File: src/rtl/tick_sched_pkg.sv
`default_nettype none
// ============================================================================
// Module  : tick_sched_pkg
// Brief   : Shared state encoding, defaults and width helper for tick_scheduler
// Revision: 1.0 - initial release
// ============================================================================
package tick_sched_pkg;

    localparam logic [1:0] IDLE    = 2'd0;
    localparam logic [1:0] GRANT   = 2'd1;
    localparam logic [1:0] RELEASE = 2'd2;

    // Prescaler terminal count for the board-level periodic tick.
    localparam int DEFAULT_DIV_MAX = 70000;

    // Bits needed to hold values 0..value-1, never less than one bit.
    function automatic int clog2(input int value);
        int w;
        w = 1;
        for (int i = 1; i < 31; i++) begin
            if ((1 << i) < value) begin
                w = i + 1;
            end
        end
        return w;
    endfunction

endpackage
`default_nettype wire

File: src/rtl/tick_prescaler.sv
`default_nettype none
// ============================================================================
// Module  : tick_prescaler
// Brief   : Wrapping divide counter producing a registered one-cycle tick
// Revision: 1.0 - initial release
// ============================================================================
module tick_prescaler
    import tick_sched_pkg::*;
#(
    parameter int DIV_MAX = DEFAULT_DIV_MAX,
    parameter int CNT_W   = clog2(DIV_MAX + 1)
) (
    input  logic clk_50mhz,
    input  logic rst_50mhz,
    input  logic enable,
    output logic tick
);

    localparam logic [CNT_W-1:0] TERMINAL = CNT_W'(DIV_MAX);

    logic [CNT_W-1:0] div_cnt;

    // Disabling parks the counter at zero so re-enable gives a full period.
    always_ff @(posedge clk_50mhz or posedge rst_50mhz) begin
        if (rst_50mhz) begin
            div_cnt <= '0;
            tick    <= 1'b0;
        end else if (!enable) begin
            div_cnt <= '0;
            tick    <= 1'b0;
        end else begin
            tick    <= (div_cnt == TERMINAL);
            div_cnt <= (div_cnt == TERMINAL) ? '0 : div_cnt + 1'b1;
        end
    end

endmodule
`default_nettype wire

File: src/rtl/tick_scheduler.sv
`default_nettype none
// ============================================================================
// Module  : tick_scheduler
// Brief   : Round-robin time-slot scheduler granting one requester per tick
// Revision: 1.0 - initial release
// ============================================================================
module tick_scheduler
    import tick_sched_pkg::*;
#(
    parameter int DIV_MAX       = DEFAULT_DIV_MAX,
    parameter int N_REQ         = 4,
    parameter int TIMEOUT_TICKS = 8,
    localparam int ID_W         = clog2(N_REQ)
) (
    input  logic             clk_50mhz,
    input  logic             rst_50mhz,
    input  logic             enable,
    input  logic [N_REQ-1:0] req,
    input  logic [N_REQ-1:0] done,
    output logic [N_REQ-1:0] grant,
    output logic [ID_W-1:0]  grant_id,
    output logic             tick,
    output logic             busy,
    output logic             timeout_err
);

    localparam int              TO_W    = clog2(TIMEOUT_TICKS + 1);
    localparam logic [TO_W-1:0] TO_LAST = TO_W'(TIMEOUT_TICKS - 1);
    localparam logic [ID_W-1:0] ID_LAST = ID_W'(N_REQ - 1);

    logic [1:0]      state;
    logic [ID_W-1:0] last_id;
    logic [TO_W-1:0] to_cnt;
    logic [ID_W-1:0] sel_id;
    logic [ID_W-1:0] cand;
    logic            sel_valid;

    tick_prescaler #(
        .DIV_MAX (DIV_MAX)
    ) u_prescaler (
        .clk_50mhz (clk_50mhz),
        .rst_50mhz (rst_50mhz),
        .enable    (enable),
        .tick      (tick)
    );

    // Round-robin search starting one past the previous winner.
    always_comb begin
        sel_id    = '0;
        sel_valid = 1'b0;
        cand      = '0;
        for (int i = 1; i <= N_REQ; i++) begin
            cand = ID_W'((int'(last_id) + i) % N_REQ);
            if (!sel_valid && req[cand]) begin
                sel_valid = 1'b1;
                sel_id    = cand;
            end
        end
    end

    always_ff @(posedge clk_50mhz or posedge rst_50mhz) begin
        if (rst_50mhz) begin
            state       <= IDLE;
            grant       <= '0;
            grant_id    <= '0;
            last_id     <= ID_LAST;
            busy        <= 1'b0;
            to_cnt      <= '0;
            timeout_err <= 1'b0;
        end else begin
            timeout_err <= 1'b0;
            if (!enable) begin
                state <= (state == GRANT) ? RELEASE : IDLE;
                grant <= '0;
                busy  <= 1'b0;
            end else begin
                case (state)
                    IDLE: begin
                        if (tick && sel_valid) begin
                            state    <= GRANT;
                            grant    <= N_REQ'(1) << sel_id;
                            grant_id <= sel_id;
                            last_id  <= sel_id;
                            busy     <= 1'b1;
                            to_cnt   <= '0;
                        end
                    end
                    GRANT: begin
                        // Completion outranks the timeout when both land together.
                        if (done[grant_id] || !req[grant_id]) begin
                            state <= RELEASE;
                            grant <= '0;
                            busy  <= 1'b0;
                        end else if (tick && (to_cnt == TO_LAST)) begin
                            state       <= RELEASE;
                            grant       <= '0;
                            busy        <= 1'b0;
                            timeout_err <= 1'b1;
                        end else if (tick) begin
                            to_cnt <= to_cnt + 1'b1;
                        end
                    end
                    RELEASE: state <= IDLE;
                    default: state <= IDLE;
                endcase
            end
        end
    end

endmodule
`default_nettype wire

File: config.mk
export PLATFORM = sky130hd
export DESIGN_NAME = tick_scheduler
export DESIGN_NICKNAME = d
export VERILOG_FILES = /design/src/rtl/tick_sched_pkg.sv /design/src/rtl/tick_prescaler.sv /design/src/rtl/tick_scheduler.sv
export SDC_FILE = /design/constraint.sdc
export NUM_CORES = 1
export LEC_CHECK = 0
export ABC_AREA = 1
export CAP_MARGIN = 20
export CORE_MARGIN = 2
export CORE_UTILIZATION = 25
export CTS_CLUSTER_DIAMETER = 80
export DETAILED_ROUTE_END_ITERATION = 8
export SLEW_MARGIN = 20
export SYNTH_ARGS = -nofsm -noshare
export SYNTH_HDL_FRONTEND = slang
export SYNTH_SLANG_ARGS = --single-unit
File: constraint.sdc
create_clock -name clk_50mhz -period 1.8 [get_ports clk_50mhz]
set_input_delay 0.27 -clock clk_50mhz [delete_from_list [all_inputs] [get_ports clk_50mhz]]
set_output_delay 0.27 -clock clk_50mhz [all_outputs]
set_load 0.01 [all_outputs]
==> out/summary.txt, run 1 <==
status: finished, final reports clean
Vias/cell: 4.38
Sinks on Clock Net: 34
TritonCTS clock tree: yes
Worst VDD drop: 228 uV
die area: 8940 um2
Final Critical Period: 1.73 ns
Syn Nets: 288
TritonCTS buffer count: 5
antenna violations before repair: 0
global-route usage over all layers: 10.9%
synthesized flop and latch total: 34
gpl congestion: 0.838
share of layout cells above drive strength 1: 21.8%
CP Data Arrival Time: 1.90 ns
Initial Util: 25.3%
Initial DRC Count: 81
Reg-to-Reg End: to_cnt[1]
CP max stage delay: 0.63 ns
diodes inserted: 0
period utilization: 96.3%
I/O pin cnt: 20
hpwl dp: 3480 um
Core ar.: 8090 um2
post-synthesis cell area: 2050 um2
Slowest-stage cell, CP: dfstp_2
Clock Latency Late Sink: 0.28 ns
largest net degree at the start of global routing: 35
max cap viols: 0
final core occ: 32.9%
total of warnings raised by yosys: 0
Crit Path Max Fanout: 7
IO buf count: 19
drt wl/cell: 10.8 um
unrepaired setup endpoints after global routing: yes
Slew HR: 80.8%
post-synth top area share: 39.0%
worst slew pin tran: 0.285 ns
gr ovfl total: 0
setup TNS: 0 ns
clock-pin slew on the worst setup and hold paths: 0.07 ns
Routed WL: 4570 um
final setup violation count: 0
post-synth top area cell: dfrtp_1
crit-path cells: buf_6 > nand2_1 > nand2_2 > nand2_1 > nand2_2 > inv_2 > nand3_4 > nand3_4 > buf_6 > nand3_1 > nand2_1
Post-Syn Instances: 274
worst setup path class: flop to flop
DRC: 0
P_leak: 1.26 nW
Vias: 1847
power density cells: 596 nW/um2
number of global-route vias before repair: 1748
num rows: 33
most frequent cells in the layout: nand2_1, inv_1, dfrtp_1
Worst EP required: 1.97 ns
FF-to-FF Start: last_id[0]
Top cell by count, worst path: nand2_1
CP Capture Type: flop
worst min-delay path class: input port to async pin
H-tree level count: 2
clk root buf: clkbuf_8
Max Slew Vio Count: 0
Detailed Routing Iterations Pass 1: 4
global-route wire length before repair: 7790 um
antenna-violating nets left: 0
synth top area cells: dfrtp_1, nand2_1, inv_1, nor2_1, nand3_1
r2r setup slk: 0.07 ns
number of distinct library cells after synthesis: 31
die width: 94.6 um
Die H: 94.6 um
Worst Setup Start Kind: flop
Max clock buf depth: 2
commonest non-fill, non-tap cell in the layout: nand2_1
Final Hold Viols: 0
clock skew: 0.00739 ns
post-placement setup slack: -0.0736 ns
P&R area growth vs syn: 30.0%
syn_area_per_cell: 7.48 um2
worst setup margin: 0.0664 ns
hold-fix buffers at CTS: 0
maximum clock frequency: 577 MHz
fin nets: 330
Seq/Total Area, Yosys: 41.6%
worst r2r path cells: 11
-- area by class of cell --
cell class	instances	area, um2
Timing Repair Buffer	36	338
Tap cell	105	131
Clock inverter	1	5.00
Fill cell	880	5430
Clock buffer	7	86.3
Inverter	40	158
Multi-Input combinational cell	199	1090
Sequential cell	34	855
-- power by group --
group          leakage (nW)  internal (mW)  switching [mW]
Combinational         0.756         0.0960           0.126
Sequential            0.456          0.775          0.0127
Clock                0.0482          0.308           0.270
Total                  1.26           1.18           0.409
-- how the worst max path moves through the flow --
stage,slack (ns),end,cells past startpoint,from
5_1_grt,-0.07,grant[2],10,last_id[0]
3_3_place_gp,-0.06,busy,13,req[0]
3_5_place_dp,-0.07,grant[3],13,req[0]
2_1_floorplan,0.24,grant_id[0],12,last_id[0]
4_1_cts,0.03,to_cnt[1],11,last_id[0]
6_report,0.07,to_cnt[1],11,last_id[0]
-- logic make-up (layout without fill, tap and decap cells) --
logic type	after synthesis	count (layout)	share of synthesized area, %
adders and majority gates	3	3	1.83
and+or+nand+nor	177	177	42.8
DFF	34	34	41.6
buffers and inverters	41	84	8.11
xor gates and xnor gates	4	4	1.71
AOI/OAI and AO/OA	15	15	3.97
-- critical path: cells and delay by family (launching register included) --
kind	cells	cell delay (ns)
and+or+nand+nor	8	0.65
DFF	1	0.63
buffers and inverters	3	0.34
-- metal layers --
layer	wire length (um)	GRT usage (%)
met5	0	0
met4	40	3.62
met3	117	2.15
met2	2080	16.7
met1	2320	15.3
-- cell usage after synthesis (all sizes together) --
| cell | count |
|---|---|
| nor3b | 3 |
| or2 | 1 |
| nor2 | 34 |
| nor4 | 4 |
| and3 | 1 |
| dfstp | 2 |
| nand3 | 26 |
| xor2 | 3 |
| dfrtp | 32 |
| nor3 | 12 |
| ha | 3 |
| inv | 40 |
| o21ai | 7 |
| a21oi | 6 |
| nand4 | 9 |
| xnor2 | 1 |
| buf | 1 |
| o211ai | 1 |
| nor4b | 1 |
| nand2 | 86 |
| o221ai | 1 |
-- through the flow --
| step | cell area (um2) | power, mW | hold slack [ns] | cells |
|---|---|---|---|---|
| after floorplan | 2050 | 0.917 | 0.410 | 274 |
| after global placement | 2470 | 0.996 | 0.480 | 410 |
| after detailed placement | 2470 | 0.999 | 0.476 | 410 |
| after CTS | 2560 | 1.59 | 0.356 | 418 |
| after global routing | 2670 | 1.68 | 0.356 | 422 |
| final | 2670 | 1.59 | 0.341 | 422 |
-- registers in the layout, indices dropped and copies added (netlist names) --
name,count
u_prescaler.tick,1
grant,4
last_id,2
to_cnt,4
state,2
u_prescaler.div_cnt,17
timeout_err,1
grant_id,2
busy,1
-- what timing repair did --
item,4_1_cts,5_1_grt
setup buffers,0,4
gates resized for setup,0,20
endpoints found under the setup margin,0,16
No activity file was read; power rests on OpenSTA's default activity.
==> inputs of run 2 (changes only) <==
--- a/config.mk
+++ b/config.mk
@@ -11,6 +11,7 @@
 export CORE_UTILIZATION = 25
 export CTS_CLUSTER_DIAMETER = 80
 export DETAILED_ROUTE_END_ITERATION = 8
+export MAX_ROUTING_LAYER = met4
 export SLEW_MARGIN = 20
 export SYNTH_ARGS = -nofsm -noshare
 export SYNTH_HDL_FRONTEND = slang
==> run 2 against run 1 <==
Setup slack improved by 0.0015 ns. Sequential share of layout area unchanged. Register-to-register slack about the same. Fmax about the same. Global-route usage increased by 0.30 points. Routed wire length decreased by 0.26%. Combinational power about the same. Sequential cell count unchanged. Cell count unchanged. Critical endpoint unchanged.
==> out/summary.txt, run 2 (synthesis gave the netlist of run 1 again) <==
CP Capture Type: flop
Slew HR: 79.6% (-1.2 points)
met1 GRT Util: 15.2% (-0.099 points)
Worst Setup SP: last_id[0]
maximum clock frequency: 577 MHz (about the same)
biggest regs: u_prescaler.div_cnt x17, grant x4, to_cnt x4
CP Data Arrival Time: 1.90 ns (about the same)
Initial Util: 25.3% (unchanged)
FF/Latch Area: 855 um2 (unchanged)
number of global-route vias before repair: 1752 (+0.23%)
worst setup margin: 0.0680 ns (+0.00153 ns)
gpl congestion: 0.851 (+1.5%)
antenna violations before repair: 0 (unchanged)
fin nets: 330 (unchanged)
status: finished, final reports clean
met3 GRT Util: 2.15% (unchanged)
r2r setup slk: 0.07 ns (about the same)
hold-fix buffers at CTS: 0 (unchanged)
Die H: 94.6 um (unchanged)
multi-input logic area: 1090 um2 (unchanged)
Initial DRC Count: 84 (+3.7%)
clock-pin slew on the worst setup and hold paths: 0.07 ns (about the same)
Final Power: 1.59 mW (-0.12%)
Inst Count DP: 410 (unchanged)
IO buf count: 19 (unchanged)
max cap viols: 0 (unchanged)
Clock Latency Late Sink: 0.28 ns (about the same)
P_leak: 1.26 nW (unchanged)
gr busiest metal: met2
die width: 94.6 um (unchanged)
Max Slew Vio Count: 0 (unchanged)
num rows: 33 (unchanged)
worst r2r path cells: 11 (unchanged)
CP endpoint: to_cnt[1]
die area: 8940 um2 (unchanged)
P&R area growth vs syn: 30.0% (unchanged)
commonest non-fill, non-tap cell in the layout: nand2_1
crit-path cells: buf_6 > nand2_1 > nand2_2 > nand2_1 > nand2_2 > inv_2 > nand3_4 > nand3_4 > buf_6 > nand3_1 > nand2_1
gr ovfl total: 0 (unchanged)
post-placement setup slack: -0.0736 ns (unchanged)
Worst Setup Start Kind: flop
most frequent cells in the layout: nand2_1, inv_1, dfrtp_1
diodes inserted: 0 (unchanged)
Reg-to-Reg End: to_cnt[1]
H-tree level count: 2 (unchanged)
Worst EP required: 1.97 ns (about the same)
Max clock buf depth: 2 (unchanged)
max reg flops: 17 (unchanged)
Core ar.: 8090 um2 (unchanged)
global-route usage over all layers: 11.2% (+0.30 points)
worst setup path class: flop to flop
worst slew pin tran: 0.302 ns (+0.0174 ns)
TritonCTS buffer count: 5 (unchanged)
Final Critical Period: 1.73 ns (-0.00153 ns)
post-route insts no fill: 422 (unchanged)
power density cells: 595 nW/um2 (-0.12%)
Hold WS: 0.341 ns (+0.000187 ns)
Worst VDD drop: 225 uV (-1.3%)
TritonCTS clock tree: yes
I/O pin cnt: 20 (unchanged)
unrepaired setup endpoints after global routing: yes
period utilization: 96.2% (about the same)
global-route wire length before repair: 7770 um (-0.27%)
Crit Path Max Fanout: 7 (unchanged)
clk root buf: clkbuf_8
Reg with most FFs: u_prescaler.div_cnt
# fillers: 880 (unchanged)
largest net degree at the start of global routing: 35 (unchanged)
Sinks on Clock Net: 34 (unchanged)
Routed WL: 4550 um (-0.26%)
Vias: 1849 (+0.11%)
Final Hold Viols: 0 (unchanged)
Slowest-stage cell, CP: dfstp_2
met2 Use GR: 16.8% (+0.060 points)
antenna-violating nets left: 0 (unchanged)
Vias/cell: 4.38 (+0.11%)
share of layout cells above drive strength 1: 21.8% (unchanged)
drt wl/cell: 10.8 um (-0.26%)
DRC: 0 (unchanged)
FF-to-FF Start: last_id[0]
Detailed Routing Iterations Pass 1: 4 (unchanged)
CP max stage delay: 0.63 ns (about the same)
final setup violation count: 0 (unchanged)
Top cell by count, worst path: nand2_1
hpwl dp: 3480 um (unchanged)
clock skew: 0.00720 ns (-0.000190 ns)
worst min-delay path class: input port to async pin
run 2: cell counts in the layout (fill, tap and decap cells not counted):
Identical to the previous run, type by type.
run 2: layer usage:
layer,up-vias,share of wire [%]
met4,0,0.86
met2,23,46
met5,-,0
li1,960,-
met1,862,51
met3,4,2.3
run 2: final cells by class:
| type | instances | share of cell area (%) |
|---|---|---|
| tap | 105 | 4.93 |
| multi-input combinational | 199 | 41.0 |
| inverter | 40 | 5.92 |
| sequential | 34 | 32.1 |
| clock buffer | 7 | 3.24 |
| timing repair buffer | 36 | 12.7 |
| clock inverter | 1 | 0.188 |
run 2: repair_timing:
| item | 4_1_cts | 5_1_grt |
|---|---|---|
| gates resized for setup | 0 | 20 |
| setup endpoints to repair | 0 | 16 |
| buffers inserted | 0 | 4 |
| hold endpoints to repair | 0 | 0 |
run 2: power breakdown:
part	switching (mW)	internal (mW)	total [mW]
Sequential	0.0127	0.775	0.788
Clock	0.268	0.308	0.576
Combinational	0.126	0.0960	0.222
Total	0.407	1.18	1.59
run 2: worst max-delay path, delay by kind of cell (launching register included):
kind | cells | cell delay [ns]
DFF | 1 | 0.63
and+or+nand+nor | 8 | 0.65
buffers and inverters | 3 | 0.34
run 2: how the worst min path moves through the flow:
| stage | to | slack (ns) |
|---|---|---|
| CTS | busy | 0.36 |
| global placement | grant[2] | 0.48 |
| global route | grant_id[1] | 0.36 |
| finish | grant_id[1] | 0.34 |
| detailed placement | grant[2] | 0.48 |
| floorplan | busy | 0.41 |
run 2: per-stage QoR:
step           TNS, ns  util, %  area (um2)
2_1_floorplan        0        -        2050
3_3_place_gp    -0.344     30.5        2470
3_5_place_dp    -0.725     30.5        2470
4_1_cts              0     31.7        2560
5_1_grt         -0.555     32.9        2670
6_report             0     32.9        2670
